[src/rtl/sisc_fetch.sv]
// SISC instruction fetch: owns the PC, reads one word at a time from instruction
// memory, and holds it in IR until control acknowledges it.
module sisc_fetch #(
  parameter int AW       = 16,
  parameter int RESET_PC = 0
) (
  input  logic          clk,
  input  logic          rst_f,
  input  logic          pc_en,
  output logic          imem_req,
  output logic [AW-1:0] imem_addr,
  input  logic [31:0]   imem_rdata,
  input  logic          imem_ready,
  output logic [31:0]   instruction,
  output logic          instr_valid,
  input  logic          instr_ack,
  input  logic          br_taken,
  input  logic          br_abs,
  input  logic [15:0]   br_imm,
  output logic [AW-1:0] pc
);

  typedef enum logic [1:0] {
    S_IDLE  = 2'd0,
    S_FETCH = 2'd1,
    S_HOLD  = 2'd2
  } state_e;

  localparam logic [AW-1:0] RESET_PC_W = AW'(RESET_PC);

  state_e        state_q, state_d;
  logic [AW-1:0] pc_q, pc_d;
  logic [31:0]   ir_q, ir_d;

  logic [AW-1:0] imm_sx;
  logic [AW-1:0] imm_zx;
  logic [AW-1:0] pc_inc;
  logic [AW-1:0] pc_next;

  // Immediate widened (or truncated) to AW bits, both signed and unsigned.
  always_comb begin
    imm_sx = '0;
    imm_zx = '0;
    for (int i = 0; i < AW; i++) begin
      imm_sx[i] = (i < 16) ? br_imm[i[3:0]] : br_imm[15];
      imm_zx[i] = (i < 16) ? br_imm[i[3:0]] : 1'b0;
    end
  end

  assign pc_inc = pc_q + AW'(1);

  always_comb begin
    pc_next = pc_inc;
    if (br_taken) begin
      pc_next = br_abs ? imm_zx : (pc_inc + imm_sx);
    end
  end

  always_comb begin
    state_d = state_q;
    pc_d    = pc_q;
    ir_d    = ir_q;
    unique case (state_q)
      S_IDLE: begin
        if (pc_en) state_d = S_FETCH;
      end
      S_FETCH: begin
        if (imem_ready) begin
          ir_d    = imem_rdata;
          state_d = S_HOLD;
        end
      end
      S_HOLD: begin
        if (instr_ack) begin
          pc_d    = pc_next;
          state_d = pc_en ? S_FETCH : S_IDLE;
        end
      end
      default: state_d = S_IDLE;
    endcase
  end

  always_ff @(posedge clk or posedge rst_f) begin
    if (rst_f) begin
      state_q <= S_IDLE;
      pc_q    <= RESET_PC_W;
      ir_q    <= 32'h0;
    end else begin
      state_q <= state_d;
      pc_q    <= pc_d;
      ir_q    <= ir_d;
    end
  end

  // Outputs decode straight from state so reset drops them immediately.
  assign imem_req    = (state_q == S_FETCH);
  assign instr_valid = (state_q == S_HOLD);
  assign imem_addr   = pc_q;
  assign pc          = pc_q;
  assign instruction = ir_q;

endmodule

[config.mk]
export PLATFORM = sky130hd
export DESIGN_NAME = sisc_fetch
export DESIGN_NICKNAME = d
export VERILOG_FILES = /design/src/rtl/sisc_fetch.sv
export SDC_FILE = /design/constraint.sdc
export NUM_CORES = 1
export LEC_CHECK = 0
export CAP_MARGIN = 0
export CORE_MARGIN = 1.5
export CORE_UTILIZATION = 46
export DETAILED_ROUTE_END_ITERATION = 8
export PLACE_DENSITY = 0.86
export RECOVER_POWER = 50
export SLEW_MARGIN = 20
export SYNTH_ARGS = -nofsm -noshare
export SYNTH_HDL_FRONTEND = slang
export SYNTH_SLANG_ARGS = --single-unit
[constraint.sdc]
create_clock -name clk -period 4.18 [get_ports clk]
set_clock_uncertainty 0.05 [all_clocks]
set_input_delay 0.418 -clock clk [delete_from_list [all_inputs] [get_ports clk]]
set_output_delay 0.418 -clock clk [all_outputs]
set_load 0.1 [all_outputs]
### Yosys cells after proc, flatten, opt, wreduce, memory -nomap -nowiden

Cells that the tools add are included.

* flip-flop bits (word level): 50
* input port bits: 55
* output and inout bits: 66
* word-level logic and storage cells: 21

* $add $sub $neg: 2
* eq/ne operators: 5
* mux-type cells: 7
* reductions and logical operators: 4

Operators with widths (number)
* $mux 16: 2
* $add 16x1->16 const B: 1
* $add 16x16->16: 1
* $mux 2: 3
* $pmux 2 s3: 1
* $ne 2x1->1 const B: 2
* $reduce_and 2->1: 2
* $reduce_and 3->1: 1
* $eq 2x1->1 const B: 1
* $eq 2x2->1 const B: 1
* $logic_not 2->1: 1
* $ne 2x2->1 const B: 1
* $mux 1: 1

### Logic depth before layout (Yosys ltp)

Gate-level depths: netlist of run 1.

* depth after elaboration: 4
* gate-level depth with buffers: 12
* gate-level depth less buffers: 11

### Least setup slack after synthesis of run 1

No wires, ideal clock.

* path type: flip-flop to flip-flop
* from: reg pc_q[0], in the netlist imem_addr[0]
* to: reg pc_q[15], in the netlist imem_addr[15]
* library setup time: 0.076 ns
* arrival time: 3.506 ns
* data required time: 4.054 ns
* slack: 0.548 ns
* stages on the path, launching flop included: 13
* buffers on the path: 1
* period minus slack after synthesis: 3.632 ns
* path through: dfrtp_1 -> ha_1 -> clkbuf_1 -> nand2_1 -> nor4_1 -> xnor2_1 -> ha_1 -> and2_1 -> and3_1 -> and4_1 -> or3_1 -> and2_1 -> o21ai_1

* cells in the longest elaborated chain, start to end: 4

RTL lines
* from (decl): line 32 `logic [AW-1:0] pc_q, pc_d;`
* from (signal assigned): line 90 `pc_q <= pc_d;`
* $add 16x1->16 (*): line 50 `assign pc_inc = pc_q + AW'(1);`
* $add 16x16->16: line 55 `pc_next = br_abs ? imm_zx : (pc_inc + imm_sx);`
* $mux 16: line 55
* $mux 16 (*): line 54 `if (br_taken) begin`

Every way passes the cells marked *; elsewhere a longest branch is shown, timed or not.
A chain may end at the register's enable or synchronous reset.

### Final worst setup path of run 1

* from: reg pc_q[7], in the netlist imem_addr[7]
* to: reg pc_q[15], in the netlist imem_addr[15]

Same word-level chain as after synthesis.

==> results of run 1 <==
## worst register-to-register path: stages (launching register included)
cell and delay (ns):
dfrtp_1 0.62, nand4_4 0.19, or3_1 0.37, or2_4 0.27, xnor2_1 0.23, ha_1 0.31
and3_1 0.19, and4_1 0.20, or3_1 0.35, and2_1 0.17, o21ai_1 0.13
## per-layer routing
layer | GRT usage [%] | vias up | wire length (um) | share of wire (%)
met4 | 7.54 | 0 | 189 | 2.0
met1 | 30.6 | 1465 | 3970 | 42
met2 | 41.1 | 163 | 4610 | 49
met5 | 0 | - | 0 | 0
met3 | 4.06 | 16 | 674 | 7.1
li1 | - | 1468 | - | -
## cell usage after synthesis (4+ instances only)
cell / number / area (um^2)
nand2_1: 28 / 105
xnor2_1: 11 / 96.3
nand2b_1: 4 / 25.0
a21o_1: 4 / 30.0
mux2i_1: 7 / 70.1
nor3_1: 4 / 20.0
and2_1: 4 / 25.0
or3_1: 4 / 25.0
dfrtp_1: 50 / 1250
a21oi_1: 23 / 115
o211ai_1: 7 / 52.6
buf_2: 4 / 20.0
nand3_1: 8 / 40.0
ha_1: 20 / 250
buf_4: 18 / 135
nand4_1: 6 / 37.5
o31ai_1: 5 / 37.5
xor2_1: 12 / 105
and3_1: 5 / 31.3
inv_1: 9 / 33.8
o21ai_0: 21 / 105
nor2_1: 17 / 63.8
clkbuf_1: 6 / 22.5
mux2_2: 33 / 372
## how the worst max path moves through the flow
| stage | endpoint | slack [ns] | startpoint |
|---|---|---|---|
| after floorplan | imem_addr[15] | 0.55 | imem_addr[0] |
| after global placement | imem_addr[15] | 1.13 | imem_addr[7] |
| after detailed placement | imem_addr[15] | 1.08 | imem_addr[0] |
| after CTS | imem_addr[15] | 1.07 | imem_addr[0] |
| after global routing | imem_addr[11] | 0.85 | imem_addr[0] |
| final | imem_addr[15] | 1.04 | imem_addr[7] |
## layout make-up
class	count	area (um^2)
Clock buffer	6	72.6
Inverter	10	38.8
Sequential cell	50	1250
Fill cell	575	2540
Timing Repair Buffer	124	1230
Tap cell	99	124
Multi-Input combinational cell	263	2000
Clock inverter	2	37.5
## per-stage QoR
step                      hold slack [ns]  worst slack (ns)
final                               0.461              1.04
after CTS                           0.464              1.07
after global placement              0.436              1.13
after global routing                0.477             0.850
after floorplan                     0.437             0.548
after detailed placement            0.444              1.08
## cell families after synthesis
| family | after synthesis | share of synthesized area, % |
|---|---|---|
| multiplexers | 40 | 12.7 |
| XOR/XNOR | 23 | 5.79 |
| adder cells (fa/ha/maj) | 21 | 7.77 |
| flip-flops | 50 | 36.0 |
| buffers and inverters | 41 | 6.51 |
| AO/OA/AOI/OAI | 85 | 16.0 |
| AND/OR/NAND/NOR | 94 | 15.2 |
## sequential cells by signal, indices dropped and copies added, names as in the netlist
name,flops
imem_addr,16
instruction,32
state_q,2
==> results.cfg, run 1 <==
[outcome]
status = finished with violations
violations = max-capacitance violations, max-slew violations

[floorplan]
die_h_um = 90.0
start_util_pct = 47.7
die-area_um2 = 8100
die_w_um = 90.0
fp-row-count = 31
io_pins = 121
core_area_um2 = 7290

[worst_setup_path]
rrSetupSlack_ns = 1.04
start_kind = flop
crit_arrival_ns = 3.32
r2r_start = imem_addr[7]
path_buf_inv = 0
required_ns = 4.36
r2r.worst_path.cells = 10
crit_fanout = 9
crit_path_top_delay_cell = dfrtp_1
max_stage_delay_ns = 0.62
path_delay_family = simple AND/OR/NAND/NOR gates
cp-end-kind = flop
crit_top_cell = or3_1
cp_num_cells = 10
r2r_end = imem_addr[15]
crit_chain = nand4_4, or3_1, or2_4, xnor2_1, ha_1, and3_1, and4_1, or3_1, and2_1, o21ai_1
worst-setup-path-type = reg2reg

[worst_hold_path]
hold-path-cell-count = 1
min_to = instruction[12]
holdCritPathClass = reg2reg
worstHoldStart = instruction[12]

[drt]
drt-pass1-iter-count = 5
drtAntennaViolNets = 0
vias = 3112
drt-wirelength-per-cell_um = 17.0
detail_route.vias_per_cell = 5.62
drtIter0Drc = 339
drt_wl_total_um = 9440
drc = 0

[yosys]
synth_nets = 430
syn_inst = 354
synth-seq-cells = 50
async_flop_share_pct = 100
yosys_warnings = 0
syn_avg_cell_area_um2 = 9.83
synth-edff-count = 0
synth-main-ff-cell = dfrtp_1
ys_seq_area_share_pct = 36.0
synth_cell_types = 56
syn_area_um2 = 3480

[timing]
setup_viol = 0
rsz0062_at_grt = no
post-route-period-util_pct = 75.2
slew_headroom_pct = -41.2
drv_slew = 82
fmax_ghz = 0.318
hold_viol = 0
fin_crit_ns = 3.14
worstMarginPinSlew_ns = 2.11
setup_tns_ns = 0

[cts]
numCtsBuffers = 5
cts_resized = 0
clock_path_buffers = 2
tritoncts = yes
clock-root-buffer = clkbuf_8
hold_buffers = 0
h-tree-depth = 2
clk_pin_slew_ns = 0.09
cts.sinks = 50
worstSkewPairLatency_ns = 0.30
postCtsSetupRepairBufs = 0

[finish]
finalNonFillerCells = 554
syn2layout_area_growth_pct = 36.6
drive_gt1_share_pct = 12.5
design_area_um2 = 4750
nNetsFinal = 530
postLayoutCoreUtil_pct = 65.2
layout_commonest_cell = clkdlybuf4s50_1
layout_common_cells = 119 x clkdlybuf4s50_1, 50 x dfrtp_1, 33 x mux2_2
diodes = 0

[global_route]
grt_pass1_vias = 2941
grt_antenna_before_repair = 0
grt_overflow_total = 0
grt_pass1_wl_um = 15400
grt_max_degree = 51
gr-usage-all-layers_pct = 23.9

[place]
dp_cells = 546
place_hpwl_um = 7480
placed_cell_area_um2 = 4650
place.gp.congestion = 0.916
port_buffers = 120

[job]
maxCapViolCount = 2
Power of run 1 is not shown: default switching activity piles up to over one toggle a cycle in this logic, so the estimate is an artifact.
==> run 2: changes to the inputs <==
==> constraint.sdc (replaced) <==
create_clock -name clk -period 2.95 [get_ports clk]
set_clock_uncertainty 0.05 [all_clocks]
set_input_delay 0.295 -clock clk [delete_from_list [all_inputs] [get_ports clk]]
set_output_delay 0.295 -clock clk [all_outputs]
set_load 0.1 [all_outputs]
==> run 2 against run 1 <==
- the run ends with max-capacitance violations left
- clock-buffer cell count shrank 1
- cell count rose by 4.5%
- via count up 6.0%
- highest routed layer unchanged
- sequential cell count is the same
- worst setup slack got worse by 1.0 ns
- global-route usage is 0.17 points higher
- core utilization rose by 0.12 points
- non-clock buffer count grew 25
- critical path depth up 1
==> results.cfg, run 2 (same netlist as run 1, synthesis figures left out) <==
[timing]
fin_ws_ns = 0.0222
whs_ns = 0.458
fmax_ghz = 0.342
slew_headroom_pct = 0.0876
drv_slew = 0
worstMarginPinSlew_ns = 1.50
post-route-period-util_pct = 99.2
hold_viol = 0
fin_crit_ns = 2.93
setup_viol = 0

[drt]
drc = 0
drt_wl_total_um = 10400
drtIter0Drc = 355
detail_route.vias_per_cell = 5.70
drt-pass1-iter-count = 4
top_layer = met4
vias = 3298
drt-wirelength-per-cell_um = 17.9
wl_met2_um = 5060
drtAntennaViolNets = 0
wl_met1_um = 4410
met3_length_um = 656

[finish]
multi_input_area_um2 = 2080
nNetsFinal = 555
syn2layout_area_growth_pct = 36.9
drive_gt1_share_pct = 29.0
regArea_um2 = 1270
fillers = 603
diodes = 0
finalNonFillerCells = 579
layout_commonest_cell = buf_4
layout_common_cells = 61 x buf_4, 53 x clkdlybuf4s50_1, 37 x dfrtp_1
largest_reg_flops = 32
design_area_um2 = 4760

[worst_hold_path]
holdCritPathClass = reg2reg

[cts]
tritoncts = yes
cts.sinks = 50
numCtsBuffers = 5
clk_pin_slew_ns = 0.09
worstSkewPairLatency_ns = 0.31
clock-root-buffer = clkbuf_8
clock_path_buffers = 2
h-tree-depth = 2

[place]
dp_cells = 558
port_buffers = 120
place.gp.congestion = 0.921
placed_cell_area_um2 = 4630
dp_slack_ns = -0.0222
place_hpwl_um = 7520

[worst_setup_path]
r2r.worst_path.cells = 11
start_kind = flop
crit_path_top_delay_cell = dfrtp_2
crit_fanout = 8
required_ns = 3.14
crit_arrival_ns = 3.11
r2r_start = imem_addr[0]
timing.critical_path.from = imem_addr[0]
crit_chain = ha_4, nand2_1, nor4_2, xnor2_1, ha_1, and2_1, and3_1, and4_1, or3_1, and2_1, o21ai_1
rrSetupSlack_ns = 0.02
worst-setup-path-type = reg2reg
r2r_end = imem_addr[15]
cp-end-kind = flop
crit_top_cell = and2_1
max_stage_delay_ns = 0.45
endpoint = imem_addr[15]

[job]
maxCapViolCount = 1

[global_route]
grt_overflow_total = 0
grt_antenna_before_repair = 0
grt_pass1_vias = 3134
gr-usage-all-layers_pct = 24.0
grt_max_degree = 41
grt_pass1_wl_um = 15800

[floorplan]
die_w_um = 90.0
start_util_pct = 47.7
core_area_um2 = 7290
die_h_um = 90.0
io_pins = 121
die-area_um2 = 8100
fp-row-count = 31

[outcome]
violations = max-capacitance violations
status = finished with violations
-- run 2: metal layers --
layer | track usage (%) | up-vias
met3 | 3.47 | 23
met4 | 9.26 | 0
li1 | - | 1520
met1 | 31.7 | 1591
met5 | 0 | -
met2 | 40.0 | 164
-- run 2: how the worst min path moves through the flow --
stage                          from              end  slack [ns]  cells past startpoint
floorplan                 instr_ack       state_q[1]        0.33                      1
global placement    instruction[31]  instruction[31]        0.44                      1
detailed placement  instruction[13]  instruction[13]        0.44                      1
CTS                           rst_f  instruction[22]        0.46                      2
global route        instruction[16]  instruction[16]        0.47                      1
finish               instruction[5]   instruction[5]        0.46                      1
-- run 2: metrics by stage --
stage | utilization, % | setup TNS (ns)
3_5_place_dp | 63.5 | -0.0222
4_1_cts | 65.2 | 0
5_1_grt | 65.3 | -0.120
3_3_place_gp | 63.5 | 0
6_report | 65.3 | 0
2_1_floorplan | - | -0.280
-- run 2: timing repair --
item / CTS / global route
hold buffers: 0 / 0
resized for setup: 1 / 9
pin swaps: 0 / 6
cloned: 0 / 0
setup buffers: 1 / 12
setup endpoints to repair: 1 / 4
-- run 2: final cells by class --
| type | count | share of cell area, % |
|---|---|---|
| Timing Repair Buffer | 149 | 24.0 |
| Clock inverter | 3 | 0.920 |
| Sequential cell | 50 | 26.6 |
| Clock buffer | 5 | 1.45 |
| Multi-Input combinational cell | 263 | 43.6 |
| Inverter | 10 | 0.788 |
| Tap cell | 99 | 2.60 |
-- run 2: critical path: cells and delay by family (launching register included) --
family	cells	cell delay (ns)
adder cells (fa/ha/maj)	2	0.53
AO/OA/AOI/OAI	1	0.14
AND/OR/NAND/NOR	7	1.49
XOR/XNOR	1	0.21
flip-flops	1	0.45
Power of run 2 is left out for the same reason.
